===== src/rtl/pixel_mem_pkg.sv =====
// Purpose: shared constants and state type for the pixel memory write path.
//   PIX_DEPTH  : words per bank
//   PIX_ADDR_W : port A address width
//   PIX_DATA_W : pixel / memory data width
//   loader_state_t : pixel_mem_loader FSM states
package pixel_mem_pkg;

  localparam int unsigned PIX_DEPTH  = 512;
  localparam int unsigned PIX_ADDR_W = 9;
  localparam int unsigned PIX_DATA_W = 16;

  typedef enum logic [1:0] {
    FILL  = 2'd0,
    FLUSH = 2'd1,
    WAIT  = 2'd2
  } loader_state_t;

endpackage : pixel_mem_pkg


===== src/rtl/pixel_mem_loader.sv =====
// Purpose: writes a valid/ready pixel stream sequentially into port A of the
// dual-bank pixel memory, ping-ponging banks with the downstream consumer.
// Ports:
//   clk, rst        : system clock, synchronous active-high reset
//   pix_data        : incoming pixel
//   pix_valid       : pix_data valid
//   pix_sof         : start-of-frame, qualified by pix_valid
//   pix_ready       : loader accepts a pixel this cycle (combinational)
//   consumer_done   : pulse, consumer released the bank it holds
//   address_a       : port A address (registered)
//   data_a          : port A write data (registered)
//   wren_a          : port A write enable (registered)
//   select          : bank being written; consumer reads ~select
//   bank_ready      : pulse, bank ~select handed to the consumer
module pixel_mem_loader
  import pixel_mem_pkg::*;
#(
  parameter int unsigned DEPTH  = PIX_DEPTH,
  parameter int unsigned ADDR_W = PIX_ADDR_W,
  parameter int unsigned DATA_W = PIX_DATA_W
) (
  input  logic              clk,
  input  logic              rst,
  input  logic [DATA_W-1:0] pix_data,
  input  logic              pix_valid,
  input  logic              pix_sof,
  output logic              pix_ready,
  input  logic              consumer_done,
  output logic [ADDR_W-1:0] address_a,
  output logic [DATA_W-1:0] data_a,
  output logic              wren_a,
  output logic              select,
  output logic              bank_ready
);

  localparam logic [ADDR_W-1:0] LAST_ADDR = ADDR_W'(DEPTH - 1);

  loader_state_t     r_state;
  loader_state_t     w_next_state;
  logic [ADDR_W-1:0] r_wr_ptr;
  logic              r_held;
  logic              r_select;
  logic [ADDR_W-1:0] r_address_a;
  logic [DATA_W-1:0] r_data_a;
  logic              r_wren_a;
  logic              r_bank_ready;
  logic              w_accept;
  logic              w_swap;

  // Next-state, handshake and swap decision
  always_comb begin
    w_next_state = r_state;
    pix_ready    = 1'b0;
    w_accept     = 1'b0;
    w_swap       = 1'b0;
    case (r_state)
      FILL: begin
        pix_ready = ~rst;
        w_accept  = pix_valid & ~rst;
        // sof restarts the bank, so it wins over completion
        if (w_accept && !pix_sof && (r_wr_ptr == LAST_ADDR)) begin
          w_next_state = FLUSH;
        end
      end
      FLUSH: begin
        // last word is on port A this cycle; swap lands the cycle after
        if (!r_held || consumer_done) begin
          w_swap       = 1'b1;
          w_next_state = FILL;
        end else begin
          w_next_state = WAIT;
        end
      end
      WAIT: begin
        if (consumer_done) begin
          w_swap       = 1'b1;
          w_next_state = FILL;
        end
      end
      default: w_next_state = FILL;
    endcase
  end

  // State, pointer, ownership and registered port A outputs
  always_ff @(posedge clk) begin
    if (rst) begin
      r_state      <= FILL;
      r_wr_ptr     <= '0;
      r_held       <= 1'b0;
      r_select     <= 1'b0;
      r_address_a  <= '0;
      r_data_a     <= '0;
      r_wren_a     <= 1'b0;
      r_bank_ready <= 1'b0;
    end else begin
      r_state      <= w_next_state;
      r_wren_a     <= w_accept;
      r_bank_ready <= w_swap;
      if (w_accept) begin
        r_data_a <= pix_data;
        if (pix_sof) begin
          // abandon the partial bank in place, restart at address 0
          r_address_a <= '0;
          r_wr_ptr    <= ADDR_W'(1);
        end else begin
          r_address_a <= r_wr_ptr;
          r_wr_ptr    <= r_wr_ptr + ADDR_W'(1);
        end
      end
      if ((r_state == FILL) && consumer_done) begin
        r_held <= 1'b0;
      end
      if (w_swap) begin
        r_select <= ~r_select;
        r_held   <= 1'b1;
        r_wr_ptr <= '0;
      end
    end
  end

  assign address_a  = r_address_a;
  assign data_a     = r_data_a;
  assign wren_a     = r_wren_a;
  assign select     = r_select;
  assign bank_ready = r_bank_ready;

endmodule : pixel_mem_loader


===== config.mk =====
export PLATFORM = sky130hd
export DESIGN_NAME = pixel_mem_loader
export DESIGN_NICKNAME = d
export VERILOG_FILES = /design/src/rtl/pixel_mem_pkg.sv /design/src/rtl/pixel_mem_loader.sv
export SDC_FILE = /design/constraint.sdc
export NUM_CORES = 1
export LEC_CHECK = 0
export CORE_MARGIN = 2
export CORE_UTILIZATION = 35
export DETAILED_ROUTE_END_ITERATION = 8
export SLEW_MARGIN = 20
export SYNTH_ARGS = -nofsm -noshare
export SYNTH_HDL_FRONTEND = slang
export SYNTH_SLANG_ARGS = --single-unit

===== constraint.sdc =====
create_clock -name clk -period 2.2 [get_ports clk]
set_input_delay 0.22 -clock clk [delete_from_list [all_inputs] [get_ports clk]]
set_output_delay 0.22 -clock clk [all_outputs]
set_load 0.02 [all_outputs]

### Yosys cells after proc, flatten, opt, wreduce, memory -nomap -nowiden

Index checks and enable logic that the tools add are counted.

* register bits: 40
* bits in latches: 0
* bits in writable memories: 0
* ROM bits: 0
* input bits: 21
* memories kept: 0

* add/sub/neg operators: 1
* multiply operators: 0
* div/mod/pow operators: 0
* magnitude comparators: 0
* eq/ne operators: 5
* shift operators: 0
* muxes and demuxes: 13
* bitwise gates (word level): 3
* reductions and logical operators: 10

Operator list (count)
* 2-to-1 mux 9 bit: 2
* adder 9 x 1 -> 9 bit (second input constant): 1
* equality test 9 bit (second input constant): 1
* 2-to-1 mux 1 bit: 6
* 2-to-1 mux 2 bit: 3
* case mux 2 bit (3 select lines): 1
* != test 2 bit (second input constant): 2
* logical AND 1 bit: 3
* equality test 2 x 1 -> 1 bit (second input constant): 1
* equality test 2 bit (second input constant): 1
* logical NOT 1 bit: 2
* logical NOT 2 bit: 1
* inverter 1 bit: 2
* case mux 1 bit (2 select lines): 1
* AND reduction 2 bit: 1
* nonzero test 2 bit: 1
* OR reduction 2 bit: 1
* AND 1 bit: 1
* logical OR 1 bit: 1

### Longest topological paths before layout

* depth after elaboration: 6
* mapped depth: 8
* depth with buffers taken out: 8

### Worst setup path after synthesis

No wires, ideal clock.

* kind: register to register
* from: register r_wr_ptr[0]
* to: register r_state[0]
* library setup time: 0.128 ns
* arrival time: 1.472 ns
* data required time: 2.072 ns
* setup slack: 0.600 ns
* cell stages (with the launch flop): 9
* path buffers: 0
* path through: dfxtp_1 ha_1 nand3_1 nor2_1 ha_1 nand4bb_1 a21oi_1 mux2i_1 nor2_1

* cells in the longest elaborated chain, start to end: 4

Ends and longest elaborated chain
* from (decl): line pixel_mem_loader.sv:40 `logic [ADDR_W-1:0] r_wr_ptr;`
* from (signal assigned): line pixel_mem_loader.sv:107 `r_wr_ptr <= r_wr_ptr + ADDR_W'(1);`
* equality test 9 bit: line pixel_mem_loader.sv:61 `if (w_accept && !pix_sof && (r_wr_ptr == LAST_ADDR)) begin`
* logical AND 1 bit: line pixel_mem_loader.sv:61
* != test 2 bit (no source line)
* AND reduction 2 bit (no source line)
* to (signal assigned): line pixel_mem_loader.sv:96 `r_state <= w_next_state;`
* to (decl): line pixel_mem_loader.sv:38 `loader_state_t r_state;`

No other way between the ends.
A chain may end at the register's enable or synchronous reset.

### Final worst setup path

* from: register r_state[0]
* to: output port pix_ready

* cells in the longest elaborated chain, start to end: 2

Ends and longest elaborated chain
* logical NOT 2 bit: line pixel_mem_loader.sv:56 `case (r_state)`
* 2-to-1 mux 1 bit: line pixel_mem_loader.sv:56
* to (decl): line pixel_mem_loader.sv:27 `output logic pix_ready,`

No other way between the ends.

==> results.md <==
- Outcome: finished clean
- Tmin final: 1960 ps
- Synth Area in Adders: 0.0454
- Kind of critical path: flip-flop to primary output
- Final Hold Vio Count: 0
- Pwr/cell area: 631 nW/um2
- R2r worst-path depth: 8
- # clock sinks: 40
- Switching Power: ~0.36 mW
- Estimated wirelength of the detail-placed design: 2530 um
- Die area: 5290 um2
- Setup Fix Bufs, Post-CTS: 0
- Total GRT Usage: 0.146
- Worst hold path class: flip-flop to flip-flop
- Final nets: 270
- Tot Pwr: approximately 1.5 mW
- Setup crit end kind: primary output
- Syn Nets: 220
- DRC: 0
- Gate power share: 0.129
- Layout area overhead: 39.1%
- Die Y: 72.7 um
- Final wirelength: 3640 um
- Drt pass-1 iters: 4
- Initial cell density of the core: 0.357
- CTS resizes: 0
- LEAKAGE: ~0.9 nW
- RSZ-0062 raised after global routing: no
- Num CTS Buffers: 5
- Worst Skew: 7.47 ps
- Yosys cell types: 37
- ANT cells: 0
- Clk_lat worst skew: 290 ps
- Vias in the first global route: roughly 1300
- Per-cell routed wire length: approximately 12 um
- Largest net degree at the start of global routing: 22
- Die width: 72.7 um
- Relative slew slack: 0.653
- Initial antenna violation count: 0
- Num ports: 50
- Cell taking the most area after synthesis: dfxtp_1
- Min-delay src: address_a[8]
- Share of cells above drive strength 1: 0.0779
- Clk pin slew, worst setup/hold paths: roughly 70 ps
- Fin crit share: 0.890
- Mux cell area share after synthesis: 0.0121
- DRT iter0 DRCs: 81
- Maximum net fanout on the critical path: 4
- Hold buffer count at CTS: 0
- Mean Syn Cell Area: 8.57 um2
- Cells after synthesis: about 190
- FF-to-FF End: r_state[0]
- Number of max-cap violations: 0
- H-Tree Depth: 2
- Worst hold stages: 2
- GRT overflow: 0
- # setup viols final: 0
- Layout Utilization: 0.497
- Xor/xnor share of the synthesized area: 0.0212
- PortBufs: 49
- Via count: 1451
- Top cell type's share of synthesized area: 0.484
- Clock power share: 0.347
- Max Freq: around 510 MHz
- Async set or reset register ratio after synthesis: 0
- Post-synth EDFFs: 0
- VDD IR max: 0.349 mV
- CP Launch Type: flip-flop
- Slew Viols, Final: 0
- Sequential area share after synthesis: 0.484
- Top-count cell post-synth: nand2_1
- Antenna Nets Post-Route: 0
- CTS Buffer Depth: 2
- Final instance area: 2300 um2
- Simple-Gate Fraction of Synth Area: 0.306
- Root buffer cell: clkbuf_8
- Sequential share of power: 0.524
- Sw frac: 0.246
- Synth Flop Type: dfxtp_1
- FF-to-FF Start: r_wr_ptr[0]
- CTS tree: yes
- First-pass GRT wire length: between 5000 and 6000 um
- Cell-internal power: 1.09 mW
- Synth Area in Compound Gates: 0.0900
- WHS Endpoint: address_a[8]
- Setup TNS: 0 ps
- R2R Setup Slk: between 300 and 400 ps
- Crit path required time: 1980 ps
- Largest family of logic cells by synthesized area: simple AND/OR/NAND/NOR gates
- Synthesized flop and latch total: 40
- CP Data Arrival Time: between 1500 and 2000 ps
- Synthesized area: 1650 um2
- RePlAce Congestion: 0.717
- Commonest cells in the netlist: nand2_1 (47), dfxtp_1 (40), nand3_1 (19)
- Row Count: 25
- Placed cell area: 2210 um2
- Synth warn: 0
- Worst Tran Pin Value: 520 ps
- Vias/cell: 4.87
- Synth top area cells: dfxtp_1 (48%), nand2_1 (11%), nand3_1 (5.7%), ha_1 (4.5%), a21oi_1 (4.2%)
- Core area: 4630 um2
[metrics by stage]
step,instances,setup WS [ps],hold WS (ps)
after floorplan,193,600,319
after global placement,290,369,440
after detailed placement,290,373,443
after CTS,298,208,449
after global routing,298,90.0,454
final,298,242,450
[cell families (layout without fill, tap and decap cells)]
kind of cell / count (synthesis) / after routing
compound gates: 24 / 24
xor+xnor: 4 / 4
fa+ha+maj: 6 / 6
buf+inv: 15 / 66
flops: 40 / 40
mux: 2 / 2
simple gates: 102 / 102
[metal layers]
layer  global-route usage  part of all wire  up-vias
li1                     -                 -      749
met1                0.200              0.47      663
met2                0.216              0.46       33
met3               0.0428             0.046        6
met4               0.0556             0.016        0
met5                    0                 0        -
[layout by cell type, fill, tap and decap left out, drive strengths merged, types with 4 or more instances in the layout]
master	n
dfxtp	40
nand3	19
nand3b	10
clkdlybuf4s50	49
a21oi	14
buf	5
ha	6
nand2	47
inv	4
nor2	13
clkbuf	6
[worst max-delay path by stage]
stage               slack [ps]         from          to  depth (start not counted)
CTS                        210   r_state[0]   pix_ready                          4
detailed placement         370  r_wr_ptr[0]  r_state[0]                          8
global route                90  r_wr_ptr[0]  r_state[0]                          8
global placement           370  r_wr_ptr[0]  r_state[0]                          8
finish                     240   r_state[0]   pix_ready                          4
floorplan                  600  r_wr_ptr[0]  r_state[0]                          8
[area by class of cell]
cell class                 count  area (um2)
timing repair buffer          54         541
clock inverter                 2        10.0
sequential                    40         801
tap                           54        67.6
fill                         452        2330
multi-input combinational    138         785
clock buffer                   6        82.6
inverter                       4        15.0
[worst max-delay path: stages, from the launching register on]
cell and delay (ps):
dfxtp_1 320, inv_1 100, ha_1 270, nor2b_1 150, clkdlybuf4s50_1 600
[power by group through the flow]
| stage | clock, mW | combinational [mW] | sequential [mW] |
|---|---|---|---|
| floorplan | 0 | 0.0609 | 0.803 |
| global placement | 0 | 0.189 | 0.777 |
| detailed placement | 0 | 0.189 | 0.777 |
| CTS | 0.527 | 0.190 | 0.760 |
| global route | 0.562 | 0.204 | 0.763 |
| finish | 0.504 | 0.188 | 0.760 |
[state kept, by name, indices dropped and copies added (netlist names)]
signal and flops:
bank_ready 1, wren_a 1, r_wr_ptr 9, r_state 2
r_held 1, data_a 16, select 1, address_a 9
No activity file was read; power rests on OpenSTA's default activity.
